[src/rtl/io_link_sched_if.sv]
// io_link_sched_if: FIFO-side and line-side signals of the half-duplex link scheduler.
interface io_link_sched_if;
  logic       emptytx;
  logic       rdtx;
  logic [7:0] outdata_tx;
  logic       fullrx;
  logic       wrrx;
  logic [7:0] indata_rx;
  logic       line_dir;
  logic       tx_valid;
  logic [7:0] tx_data;
  logic       tx_ready;
  logic       rx_req;
  logic       rx_valid;
  logic [7:0] rx_data;
  logic       rx_ready;
  modport master (
    input  emptytx, outdata_tx, fullrx, tx_ready, rx_req, rx_valid, rx_data,
    output rdtx, wrrx, indata_rx, line_dir, tx_valid, tx_data, rx_ready
  );
  modport slave (
    output emptytx, outdata_tx, fullrx, tx_ready, rx_req, rx_valid, rx_data,
    input  rdtx, wrrx, indata_rx, line_dir, tx_valid, tx_data, rx_ready
  );
endinterface

[src/rtl/io_link_sched.sv]
// io_link_sched: round-robin, burst-limited scheduler of a TX/RX FIFO pair onto one half-duplex byte link.
module io_link_sched #(
  parameter int BURST = 4,
  parameter int GAP   = 2
) (
  input  logic            clk,
  input  logic            rst,
  input  logic            en,
  io_link_sched_if.master lk,
  output logic            busy,
  output logic [15:0]     tx_count,
  output logic [15:0]     rx_count
);
  typedef enum logic [2:0] {S_IDLE, S_GAP, S_TX_RD, S_TX_OUT, S_RX} state_t;
  localparam logic [7:0] BURST_L = 8'(BURST);
  localparam logic [3:0] GAP_L   = 4'(GAP);
  state_t      state_q, state_d;
  logic        line_dir_q, line_dir_d;
  logic        last_tx_q, last_tx_d;
  logic [3:0]  gap_q, gap_d;
  logic [7:0]  burst_q, burst_d;
  logic [15:0] tx_count_q, tx_count_d, rx_count_q, rx_count_d;
  logic        rdtx_q, rdtx_d, tx_valid_q, tx_valid_d, busy_q, busy_d;
  logic        txr, rxr, gtx, beat;
  assign txr          = !lk.emptytx;
  assign rxr          = lk.rx_req & !lk.fullrx;
  assign gtx          = txr & (!rxr | !last_tx_q);
  assign lk.rx_ready  = (state_q == S_RX) & !lk.fullrx;
  assign beat         = lk.rx_ready & lk.rx_valid;
  assign lk.wrrx      = beat;
  assign lk.indata_rx = lk.rx_data;
  assign lk.tx_data   = lk.outdata_tx;
  assign lk.rdtx      = rdtx_q;
  assign lk.tx_valid  = tx_valid_q;
  assign lk.line_dir  = line_dir_q;
  assign busy         = busy_q;
  assign tx_count     = tx_count_q;
  assign rx_count     = rx_count_q;
  always_comb begin
    state_d    = state_q;
    line_dir_d = line_dir_q;
    last_tx_d  = last_tx_q;
    gap_d      = gap_q;
    burst_d    = burst_q;
    tx_count_d = tx_count_q;
    rx_count_d = rx_count_q;
    case (state_q)
      S_IDLE: if (en & (txr | rxr)) begin
        burst_d    = '0;
        line_dir_d = gtx;
        if (gtx != line_dir_q && GAP_L != 4'd0) begin
          gap_d   = GAP_L;
          state_d = S_GAP;
        end else state_d = gtx ? S_TX_RD : S_RX;
      end
      S_GAP: begin
        gap_d = gap_q - 4'd1;
        if (gap_d == 4'd0) state_d = line_dir_q ? S_TX_RD : S_RX;
      end
      S_TX_RD: state_d = S_TX_OUT;
      S_TX_OUT: if (lk.tx_ready) begin
        burst_d    = burst_q + 8'd1;
        tx_count_d = tx_count_q + 16'd1;
        // emptytx here already reflects the pop issued in TX_RD
        if (burst_d == BURST_L || lk.emptytx || !en) begin
          state_d   = S_IDLE;
          last_tx_d = 1'b1;
        end else state_d = S_TX_RD;
      end
      S_RX: begin
        if (beat) begin
          burst_d    = burst_q + 8'd1;
          rx_count_d = rx_count_q + 16'd1;
        end
        if (beat ? burst_d == BURST_L : (!lk.rx_req | lk.fullrx | !en)) begin
          state_d   = S_IDLE;
          last_tx_d = 1'b0;
        end
      end
      default: state_d = S_IDLE;
    endcase
    rdtx_d     = state_d == S_TX_RD;
    tx_valid_d = state_d == S_TX_OUT;
    busy_d     = state_d != S_IDLE;
  end
  always_ff @(posedge clk or negedge rst)
    if (!rst) begin
      state_q    <= S_IDLE;
      line_dir_q <= 1'b0;
      last_tx_q  <= 1'b0;
      gap_q      <= '0;
      burst_q    <= '0;
      tx_count_q <= '0;
      rx_count_q <= '0;
      rdtx_q     <= 1'b0;
      tx_valid_q <= 1'b0;
      busy_q     <= 1'b0;
    end else begin
      state_q    <= state_d;
      line_dir_q <= line_dir_d;
      last_tx_q  <= last_tx_d;
      gap_q      <= gap_d;
      burst_q    <= burst_d;
      tx_count_q <= tx_count_d;
      rx_count_q <= rx_count_d;
      rdtx_q     <= rdtx_d;
      tx_valid_q <= tx_valid_d;
      busy_q     <= busy_d;
    end
endmodule

[src/flat_wrapper.sv]
// flat-port wrapper written by rule: the top's interface ports become plain ports
module io_link_sched_flat 
#(
  parameter int BURST = 4,
  parameter int GAP   = 2
)
  (clk, rst, en, busy, tx_count, rx_count, lk_emptytx, lk_outdata_tx, lk_fullrx, lk_tx_ready, lk_rx_req, lk_rx_valid, lk_rx_data, lk_rdtx, lk_wrrx, lk_indata_rx, lk_line_dir, lk_tx_valid, lk_tx_data, lk_rx_ready);
  io_link_sched_if lk_i ();
  input  logic clk;
  input  logic rst;
  input  logic en;
  output logic busy;
  output logic [15:0] tx_count;
  output logic [15:0] rx_count;
  input wire logic [$bits(lk_i.emptytx)-1:0] lk_emptytx;
  input wire logic [$bits(lk_i.outdata_tx)-1:0] lk_outdata_tx;
  input wire logic [$bits(lk_i.fullrx)-1:0] lk_fullrx;
  input wire logic [$bits(lk_i.tx_ready)-1:0] lk_tx_ready;
  input wire logic [$bits(lk_i.rx_req)-1:0] lk_rx_req;
  input wire logic [$bits(lk_i.rx_valid)-1:0] lk_rx_valid;
  input wire logic [$bits(lk_i.rx_data)-1:0] lk_rx_data;
  output wire logic [$bits(lk_i.rdtx)-1:0] lk_rdtx;
  output wire logic [$bits(lk_i.wrrx)-1:0] lk_wrrx;
  output wire logic [$bits(lk_i.indata_rx)-1:0] lk_indata_rx;
  output wire logic [$bits(lk_i.line_dir)-1:0] lk_line_dir;
  output wire logic [$bits(lk_i.tx_valid)-1:0] lk_tx_valid;
  output wire logic [$bits(lk_i.tx_data)-1:0] lk_tx_data;
  output wire logic [$bits(lk_i.rx_ready)-1:0] lk_rx_ready;
  assign lk_i.emptytx = lk_emptytx;
  assign lk_i.outdata_tx = lk_outdata_tx;
  assign lk_i.fullrx = lk_fullrx;
  assign lk_i.tx_ready = lk_tx_ready;
  assign lk_i.rx_req = lk_rx_req;
  assign lk_i.rx_valid = lk_rx_valid;
  assign lk_i.rx_data = lk_rx_data;
  assign lk_rdtx = lk_i.rdtx;
  assign lk_wrrx = lk_i.wrrx;
  assign lk_indata_rx = lk_i.indata_rx;
  assign lk_line_dir = lk_i.line_dir;
  assign lk_tx_valid = lk_i.tx_valid;
  assign lk_tx_data = lk_i.tx_data;
  assign lk_rx_ready = lk_i.rx_ready;
  io_link_sched #(.BURST(BURST), .GAP(GAP)) u_core (.clk(clk), .rst(rst), .en(en), .lk(lk_i), .busy(busy), .tx_count(tx_count), .rx_count(rx_count));
endmodule
[config.mk]
export PLATFORM = sky130hd
export DESIGN_NAME = io_link_sched_flat
export DESIGN_NICKNAME = d
export VERILOG_FILES = /design/src/rtl/io_link_sched_if.sv /design/src/rtl/io_link_sched.sv /design/src/flat_wrapper.sv
export SDC_FILE = /design/constraint.sdc
export NUM_CORES = 1
export LEC_CHECK = 0
export ABC_AREA = 1
export BUFFER_PORTS_ARGS = -buffer_cell sky130_fd_sc_hd__buf_2
export CAP_MARGIN = 20
export CORE_MARGIN = 3
export CORE_UTILIZATION = 55
export CTS_CLUSTER_DIAMETER = 60
export DETAILED_ROUTE_END_ITERATION = 7
export GPL_TIMING_DRIVEN = 0
export PLACE_DENSITY = 0.85
export REMOVE_ABC_BUFFERS = 1
export SYNTH_ARGS = -nofsm -noshare
export SYNTH_HDL_FRONTEND = slang
export SYNTH_SLANG_ARGS = --single-unit
[constraint.sdc]
create_clock -name clk -period 4.4 [get_ports clk]
set_input_delay 1.1 -clock clk [delete_from_list [all_inputs] [get_ports clk]]
set_output_delay 1.1 -clock clk [all_outputs]
set_load 0.02 [all_outputs]
# After elaboration in Yosys (flattened, before gate mapping)
# Index checks and enable logic that the tools add are counted.
[word_totals]
regBits = 52
in_bits = 24
elab_cells = 79
[classes]
add_sub_neg = 4
n_eq_ne = 14
muxes = 22
n_bitwise = 9
reduce_logical = 20
[ops]
columns = ["cell", "count"]
rows = [
  ["adder 16 x 1 -> 16 bit, second input constant", 2],
  ["two-way mux 8 bit", 4],
  ["case mux 8 bit (3 select lines)", 1],
  ["two-way mux 3 bit", 7],
  ["equality test 8 x 3 -> 1 bit, second input constant", 2],
  ["case mux 3 bit (5 select lines)", 1],
  ["equality test 3 x 2 -> 1 bit, second input constant", 4],
  ["adder 8 x 1 -> 8 bit, second input constant", 1],
  ["two-way mux 4 bit", 2],
  ["case mux 4 bit (2 select lines)", 1],
  ["logical NOT 1 bit", 6],
  ["!= test 2 x 1 -> 1 bit, second input constant", 3],
  ["AND reduction 2 bit", 3],
  ["AND reduction 3 bit", 2],
  ["nonzero test 3 bit", 2],
  ["bitwise AND 1 bit", 5],
  ["logical NOT 4 bit", 1],
  ["two-way mux 1 bit", 4],
  ["!= test 2 bit, second input constant", 2],
  ["bitwise OR 1 bit", 4],
  ["AND reduction 4 bit", 1],
  ["nonzero test 2 bit", 2],
  ["subtractor 4 x 1 -> 4 bit, second input constant", 1],
  ["equality test 3 x 1 -> 1 bit, second input constant", 1],
  ["other kinds (6)", 7],
]

# Longest topological paths before layout
# Gate-level depths: netlist of the first run.
[logic_depth]
ltp_word = 10
mapped_depth = 13
mapped_depth_nobuf = 12

# Least setup slack after synthesis of the first run
# OpenSTA, ideal clock, no wires.
[synth_path]
path_kind = "input to output"
from = "input port lk_fullrx"
to = "output port lk_wrrx"
t_arrival_ns = 1.625
t_required_ns = 3.300
slack_ns = 1.675
path_stages = 4
path_cell_list = "inv_1 > nand4_4 > inv_1 > buf_4"
[synth_between]
elab_chain_len = 3
[synth_rtl]
columns = ["element", "line", "text"]
rows = [
  ["start, declared", "flat_wrapper.sv:17", "input wire logic [$bits(lk_i.fullrx)-1:0] lk_fullrx;"],
  ["logical NOT 1 bit", "io_link_sched.sv:28", "assign lk.rx_ready = (state_q == S_RX) & !lk.fullrx;"],
  ["bitwise AND 1 bit", "io_link_sched.sv:28", ""],
  ["bitwise AND 1 bit", "io_link_sched.sv:29", "assign beat = lk.rx_ready & lk.rx_valid;"],
  ["end, declared", "flat_wrapper.sv:23", "output wire logic [$bits(lk_i.wrrx)-1:0] lk_wrrx;"],
]
# No other way between the ends.

# Worst setup path in the final report of the first run
# Same ends and word-level chain as after synthesis.

==> key figures, run 1 <==
Floorplan
  – Site Rows: 25
  – Die height: 78.8 µm
  – Starting density of the core: about three fifths
  – DIE AREA: 6210 µm²
  – Boundary Pins: 78
  – Core area: 4910 µm²
  – Die W: 78.8 µm

Timing
  – Clock skew: 8.65 ps
  – Fin. Hold Viols: 0
  – Setup_tns: 0 ps
  – Slew HR: a little under three fifths
  – Setup violations, final: 0
  – Max-slew violation count: 0
  – Tcrit/Tclk final: about three quarters
  – Fin crit period: around 3300 ps
  – RSZ-0062 raised after global routing: no
  – Worst slew pin tran: 647 ps
  – Max Fclk: ~300 MHz

Finish
  – Commonest non-fill, non-tap cell in the layout: nand2_1
  – Ratio of cells with drive above 1 in the final layout: 19.6%
  – Area delta synth->final: 10.0%
  – Antenna cells: 0
  – Final instance area: around 3200 µm²
  – Fill cells: 404
  – Most frequent cells in the layout: nand2_1 (74), dfrtp_1 (52), buf_2 (45), inv_1 (39), nor2_1 (29)
  – Fin nets: 397

Power and ir drop
  – Max VDD drop: 0.000423 V
  – Total power: 1570 µW
  – Power density over the cells: about 490 nW/µm²
  – Leakage: between 0.0015 and 0.002 µW

GRT
  – GRT Total Usage: 20.6%
  – Global route overflow: 0
  – First-pass GRT wire length: 10,100 µm
  – Number of global-route vias before repair: 2,302
  – Antenna violations before repair: 0
  – Largest net degree at the start of global routing: 28

Setup path
  – CP endpoint kind: output pin
  – Top delay family on crit path: buffers and inverters
  – Critical Path RT: 3300 ps
  – Worst path bufs/invs: 4
  – Max Fanout on Critical Path: 16
  – Crit-path max cell delay: 380 ps
  – Startpoint Class: input pin
  – Crit Path Class: input pin to output pin
  – Slowest-stage cell, CP: inv_1
  – Crit path DAT: roughly 2200 ps
  – CP cell instances: buf_2, inv_1, nand4_4, inv_1, buf_2

Route
  – DRT antenna net count: 0
  – DRT iter0 DRCs: approximately 140
  – Remaining DRCs: 0
  – Routed len/inst: 13.4 µm
  – Total detailed-routing wirelength: 5820 µm
  – Vias: 2,265
  – DRT Pass-1 Iters: 4
  – Vias per cell: 5.22

Placed design
  – Port Buf Inserts: between 40 and 50
  – Placed cell areas: 3100 µm²
  – RePlAce Congestion: 0.927
  – Placed wire-length estimate: approximately 4300 µm

Clocking
  – Post-cts gate resize count: 0
  – Clock sinks: 52
  – CTS tree: built
  – Worst-path clk slew: 90 ps
  – Clk buf depth: 2
  – CTS root buf: clkbuf_8
  – Htree depth: 2
  – Worst skew pair latency: 310 ps
  – Setup bufs post-CTS: 0
  – Hold Buf Count CTS: 0
  – Num CTS Buffers: 5

Synth
  – Post-Syn Instances: ~330
  – Top_reg_cell synth: dfrtp_1
  – Warnings, synthesis: 0
  – Seq cells post-synth: 52
  – Synth cell types: 33
  – Asr flop ratio synth: 100%
  – Post-synth EDFFs: 0
  – Mapped Area: a little under 3000 µm²
  – Sequential share of the synthesized area: between 40 and 50%
  – Synthesized area per cell: around 8.8 µm²

Status
  – Status: completed

Run
  – Max-Cap Viols: 0

Min path
  – Worst min path class: register to register
-- logic make-up (layout without fill, tap and decap cells) --
group,Yosys count,after routing,synth area share (%)
AND/OR/NAND/NOR,156,156,26.9
multiplexers,1,1,0.343
adder cells (fa/ha/maj),7,7,3.00
flip-flops,52,52,44.6
AO/OA/AOI/OAI,23,23,4.63
XOR/XNOR,34,34,10.2
buffers and inverters,60,94,10.3
-- worst reg2reg max path: cells and delay by family, from the launching register on --
family	cells	cell delay, ps
buffers and inverters	1	380
DFF	1	450
and+or+nand+nor	10	1250
-- worst paths after layout --
kind                                startpoint                  end  slack, ps  cells after the start
max in group asynchronous                  rst  u_core.tx_count[11]       3070                      2
hold reg to reg            u_core.tx_count[15]  u_core.tx_count[15]        470                      1
min in group asynchronous                  rst    u_core.burst_q[1]        780                      1
setup reg to reg             u_core.state_q[1]   u_core.lk.tx_valid       2240                     11
hold / removal             u_core.tx_count[15]  u_core.tx_count[15]        470                      1
setup / recovery                     lk_fullrx              lk_wrrx       1080                      5
-- layout make-up --
| cell class | instances | area [µm²] | share of cell area, % |
|---|---|---|---|
| Timing Repair Buffer | 46 | 245 | 7.64 |
| Sequential cell | 52 | 1300 | 40.6 |
| Tap cell | 67 | 83.8 | 2.61 |
| Multi-Input combinational cell | 221 | 1320 | 41.0 |
| Clock inverter | 2 | 38.8 | 1.21 |
| Inverter | 40 | 150 | 4.68 |
| Clock buffer | 6 | 72.6 | 2.26 |
-- power by group --
group	total [µW]	leakage, µW	switching (µW)	internal [µW]
Combinational	550	0.00102	359	191
Sequential	684	0.000679	103	580
Clock	338	0.0000558	166	172
-- metrics by stage --
step / utilization (%) / setup WS, ps / std cells / hold slack, ps
global placement: 62.6 / 1120 / 425 / 456
CTS: 65.3 / 1090 / 434 / 478
detailed placement: 63.1 / 1090 / 426 / 463
finish: 65.3 / 1080 / 434 / 471
floorplan: - / 1540 / 313 / 471
global route: 65.3 / 980 / 434 / 504
-- metal layers --
metal | GRT usage, % | part of all wire (%)
met5 | 0 | 0
met4 | 6.70 | 1.2
met3 | 8.39 | 8.7
met2 | 34.9 | 49
met1 | 23.7 | 41
-- state kept, by name (all words and copies together) (netlist names) --
| signal | cells |
|---|---|
| u_core.rx_count | 16 |
| u_core.last_tx_q | 1 |
| u_core.lk.tx_valid | 1 |
| u_core.burst_q | 8 |
| u_core.gap_q | 4 |
| u_core.lk.rdtx | 1 |
| u_core.tx_count | 16 |
| u_core.lk.line_dir | 1 |
| u_core.busy | 1 |
| u_core.state_q | 3 |
-- synthesized netlist by cell type (all sizes together), types with 4 or more instances --
master	number	area, µm²
a31oi	5	31.3
nand4	8	80.1
nor3	4	20.0
ha	7	87.6
xor2	19	166
dfrtp	52	1300
nand2	79	319
xnor2	15	131
buf	20	149
nor2	36	176
nand3	26	155
inv	40	150
o21ai	9	45.0
No activity file was read; power rests on OpenSTA's default activity.
==> run 2: changes to the inputs <==
--- a/config.mk
+++ b/config.mk
@@ -5,15 +5,15 @@
 export SDC_FILE = /design/constraint.sdc
 export NUM_CORES = 1
 export LEC_CHECK = 0
-export ABC_AREA = 1
+export ABC_AREA = 0
 export BUFFER_PORTS_ARGS = -buffer_cell sky130_fd_sc_hd__buf_2
 export CAP_MARGIN = 20
 export CORE_MARGIN = 3
-export CORE_UTILIZATION = 55
+export CORE_UTILIZATION = 48
 export CTS_CLUSTER_DIAMETER = 60
 export DETAILED_ROUTE_END_ITERATION = 7
 export GPL_TIMING_DRIVEN = 0
-export PLACE_DENSITY = 0.85
+export PLACE_DENSITY = 0.79
 export REMOVE_ABC_BUFFERS = 1
 export SYNTH_ARGS = -nofsm -noshare
 export SYNTH_HDL_FRONTEND = slang
==> constraint.sdc (replaced) <==
create_clock -name clk -period 2.9 [get_ports clk]
set_input_delay 0.725 -clock clk [delete_from_list [all_inputs] [get_ports clk]]
set_output_delay 0.725 -clock clk [all_outputs]
set_load 0.02 [all_outputs]
==> key figures, run 2 <==
Status
  – Status: completed

Timing
  – Max-slew violation count: 0
  – Setup WS post-layout: 438 ps
  – RSZ-0062 raised after global routing: no
  – Max Fclk: slightly above 400 MHz
  – Setup_tns: 0 ps
  – Slew HR: 60.2%
  – Fin crit period: between 2000 and 2500 ps
  – Fin. Hold Viols: 0
  – Tcrit/Tclk final: 84.9%
  – Worst slew pin tran: around 600 ps
  – Setup violations, final: 0
  – Clock skew: 8.39 ps

Finish
  – Most frequent cells in the layout: dfrtp_1 (52), buf_2 (45), inv_1 (23), nand2_1 (23), xnor2_1 (22)
  – Area delta synth->final: 9.09%
  – Fill cells: 511
  – Antenna cells: 0
  – Fin nets: between 300 and 400
  – Non-filler cells, final: roughly 410
  – Commonest non-fill, non-tap cell in the layout: dfrtp_1
  – Ratio of cells with drive above 1 in the final layout: 19.2%
  – Post-route core utilization: 56.0%

Setup path
  – Top delay family on crit path: simple AND/OR/NAND/NOR gates
  – Max Fanout on Critical Path: 11
  – Startpoint Class: register
  – Critical Path RT: 2170 ps
  – CP cell instances: nor3b_4, nand2_2, inv_1, buf_2
  – Slowest-stage cell, CP: dfrtp_1
  – Worst path bufs/invs: 2
  – Crit Path Class: register to output pin
  – CP endpoint kind: output pin
  – Crit path DAT: 1740 ps
  – Crit-path max cell delay: 520 ps

Clocking
  – Worst skew pair latency: 300 ps
  – Clk buf depth: 2
  – Worst-path clk slew: 90 ps
  – Clock sinks: 52
  – CTS tree: built
  – Setup bufs post-CTS: 0
  – Htree depth: 2
  – Num CTS Buffers: 5
  – Post-cts gate resize count: 0
  – Hold Buf Count CTS: 0
  – CTS root buf: clkbuf_8

GRT
  – Global route overflow: 0
  – Antenna violations before repair: 0
  – GRT Total Usage: 18.1%
  – First-pass GRT wire length: around 10,000 µm
  – Number of global-route vias before repair: roughly 2,300
  – Largest net degree at the start of global routing: 30

Route
  – Vias: 2,271
  – DRT antenna net count: 0
  – WL met2: 2740 µm
  – Routed len/inst: 15.0 µm
  – Remaining DRCs: 0
  – Vias per cell: 5.59
  – Met1 wire length: 2710 µm
  – DRT Pass-1 Iters: 4
  – Total detailed-routing wirelength: 6070 µm
  – DRT iter0 DRCs: 110
  – Met3 wire len: 517 µm
  – Top sig layer: met4

Floorplan
  – Die height: 84.1 µm
  – Starting density of the core: 51.3%
  – DIE AREA: 7080 µm²
  – Boundary Pins: 78
  – Die W: 84.1 µm
  – Core area: 5710 µm²
  – Site Rows: 27

Placed design
  – Placed insts: 398
  – RePlAce Congestion: 0.888
  – Port Buf Inserts: 45
  – Pre-CTS setup slack: 260 ps
  – Placed wire-length estimate: 4610 µm

Synth
  – Most frequent cell after synthesis: dfrtp_1
  – Sequential share of the synthesized area: 44.4%
  – Seq cells post-synth: 52
  – Synth area leaders: dfrtp_1 (44%), xnor2_1 (6.6%), buf_4 (4.4%)
  – Asr flop ratio synth: between 90% and 100%
  – Mapped Area: 2930 µm²
  – Synth cell types: 55
  – Synthesized area per cell: 9.64 µm²
  – Top_reg_cell synth: dfrtp_1
  – Post-synth top area cell: dfrtp_1
  – Post-synth top area share: between 40 and 50%
  – Post-synth EDFFs: 0
  – Post-Syn Instances: 304
  – Commonest cells in the netlist: dfrtp_1 (52), inv_1 (23), nand2_1 (23)
  – Warnings, synthesis: 0

Run
  – Max-Cap Viols: 0

Power and ir drop
  – Power density over the cells: 645 nW/µm²
  – Leakage: 0.00158 µW
  – Max VDD drop: between 0.0003 and 0.0004 V

Min path
  – Worst min path class: input pin to asynchronous set/reset pin
-- run 2: cell types whose count changed after synthesis, sizes merged, moves of 4 or more --
cell,delta
o21ai,+7
and2,+5
xor2,-7
xnor2,+7
nor2,-17
or3,+5
inv,-17
nand3,-17
nand2,-55
o211ai,+4
and3,+6
nor3,+4
nand2b,+5
-- run 2: final cells by class --
class                           count  area (µm²)  share of cell area (%)
Multi-Input combinational cell    205        1380                    43.1
Clock buffer                        6        82.6                    2.58
Inverter                           23        86.3                    2.70
Timing Repair Buffer               46         245                    7.67
Tap cell                           72        90.1                    2.82
Clock inverter                      2        15.0                   0.470
Sequential cell                    52        1300                    40.7
-- run 2: report_power, final --
| group | total [µW] | internal (µW) | switching (µW) |
|---|---|---|---|
| logic | 650 | 263 | 387 |
| clock network | 432 | 193 | 239 |
| registers | 979 | 834 | 145 |
| total | 2060 | 1290 | 771 |
-- run 2: stage by stage --
stage	power [µW]	cell area, µm²	hold slack [ps]
floorplan	1440	2760	429
global placement	1620	3080	451
detailed placement	1650	3100	458
CTS	2090	3200	416
global route	2220	3200	427
finish	2060	3200	398
-- run 2: logic make-up (layout without fill, tap and decap cells) --
logic type                 after synthesis  after routing  synth area share, %
xor gates and xnor gates                34             34                 10.2
adders and majority gates                7              7                 2.99
buffers and inverters                   47             77                 8.63
AOI/OAI and AO/OA                       53             53                 12.7
DFF                                     52             52                 44.4
and+or+nand+nor                        109            109                 20.4
muxes                                    2              2                0.726
-- run 2: final timing paths --
path | start | cells past startpoint | endpoint | slack (ps)
setup / recovery | u_core.state_q[2] | 4 | lk_wrrx | 440
hold / removal | rst | 1 | u_core.rx_count[5] | 400
setup reg to reg | u_core.state_q[2] | 6 | u_core.busy | 570
hold reg to reg | u_core.rx_count[15] | 1 | u_core.rx_count[15] | 470
max in group asynchronous | rst | 2 | u_core.busy | 1950
min in group clk | u_core.rx_count[15] | 1 | u_core.rx_count[15] | 470
-- run 2: per-layer routing --
metal | track usage [%] | vias up
li1 | - | 1099
met1 | 22.8 | 1064
met2 | 28.3 | 95
met3 | 6.97 | 13
met4 | 6.43 | 0
met5 | 0 | -
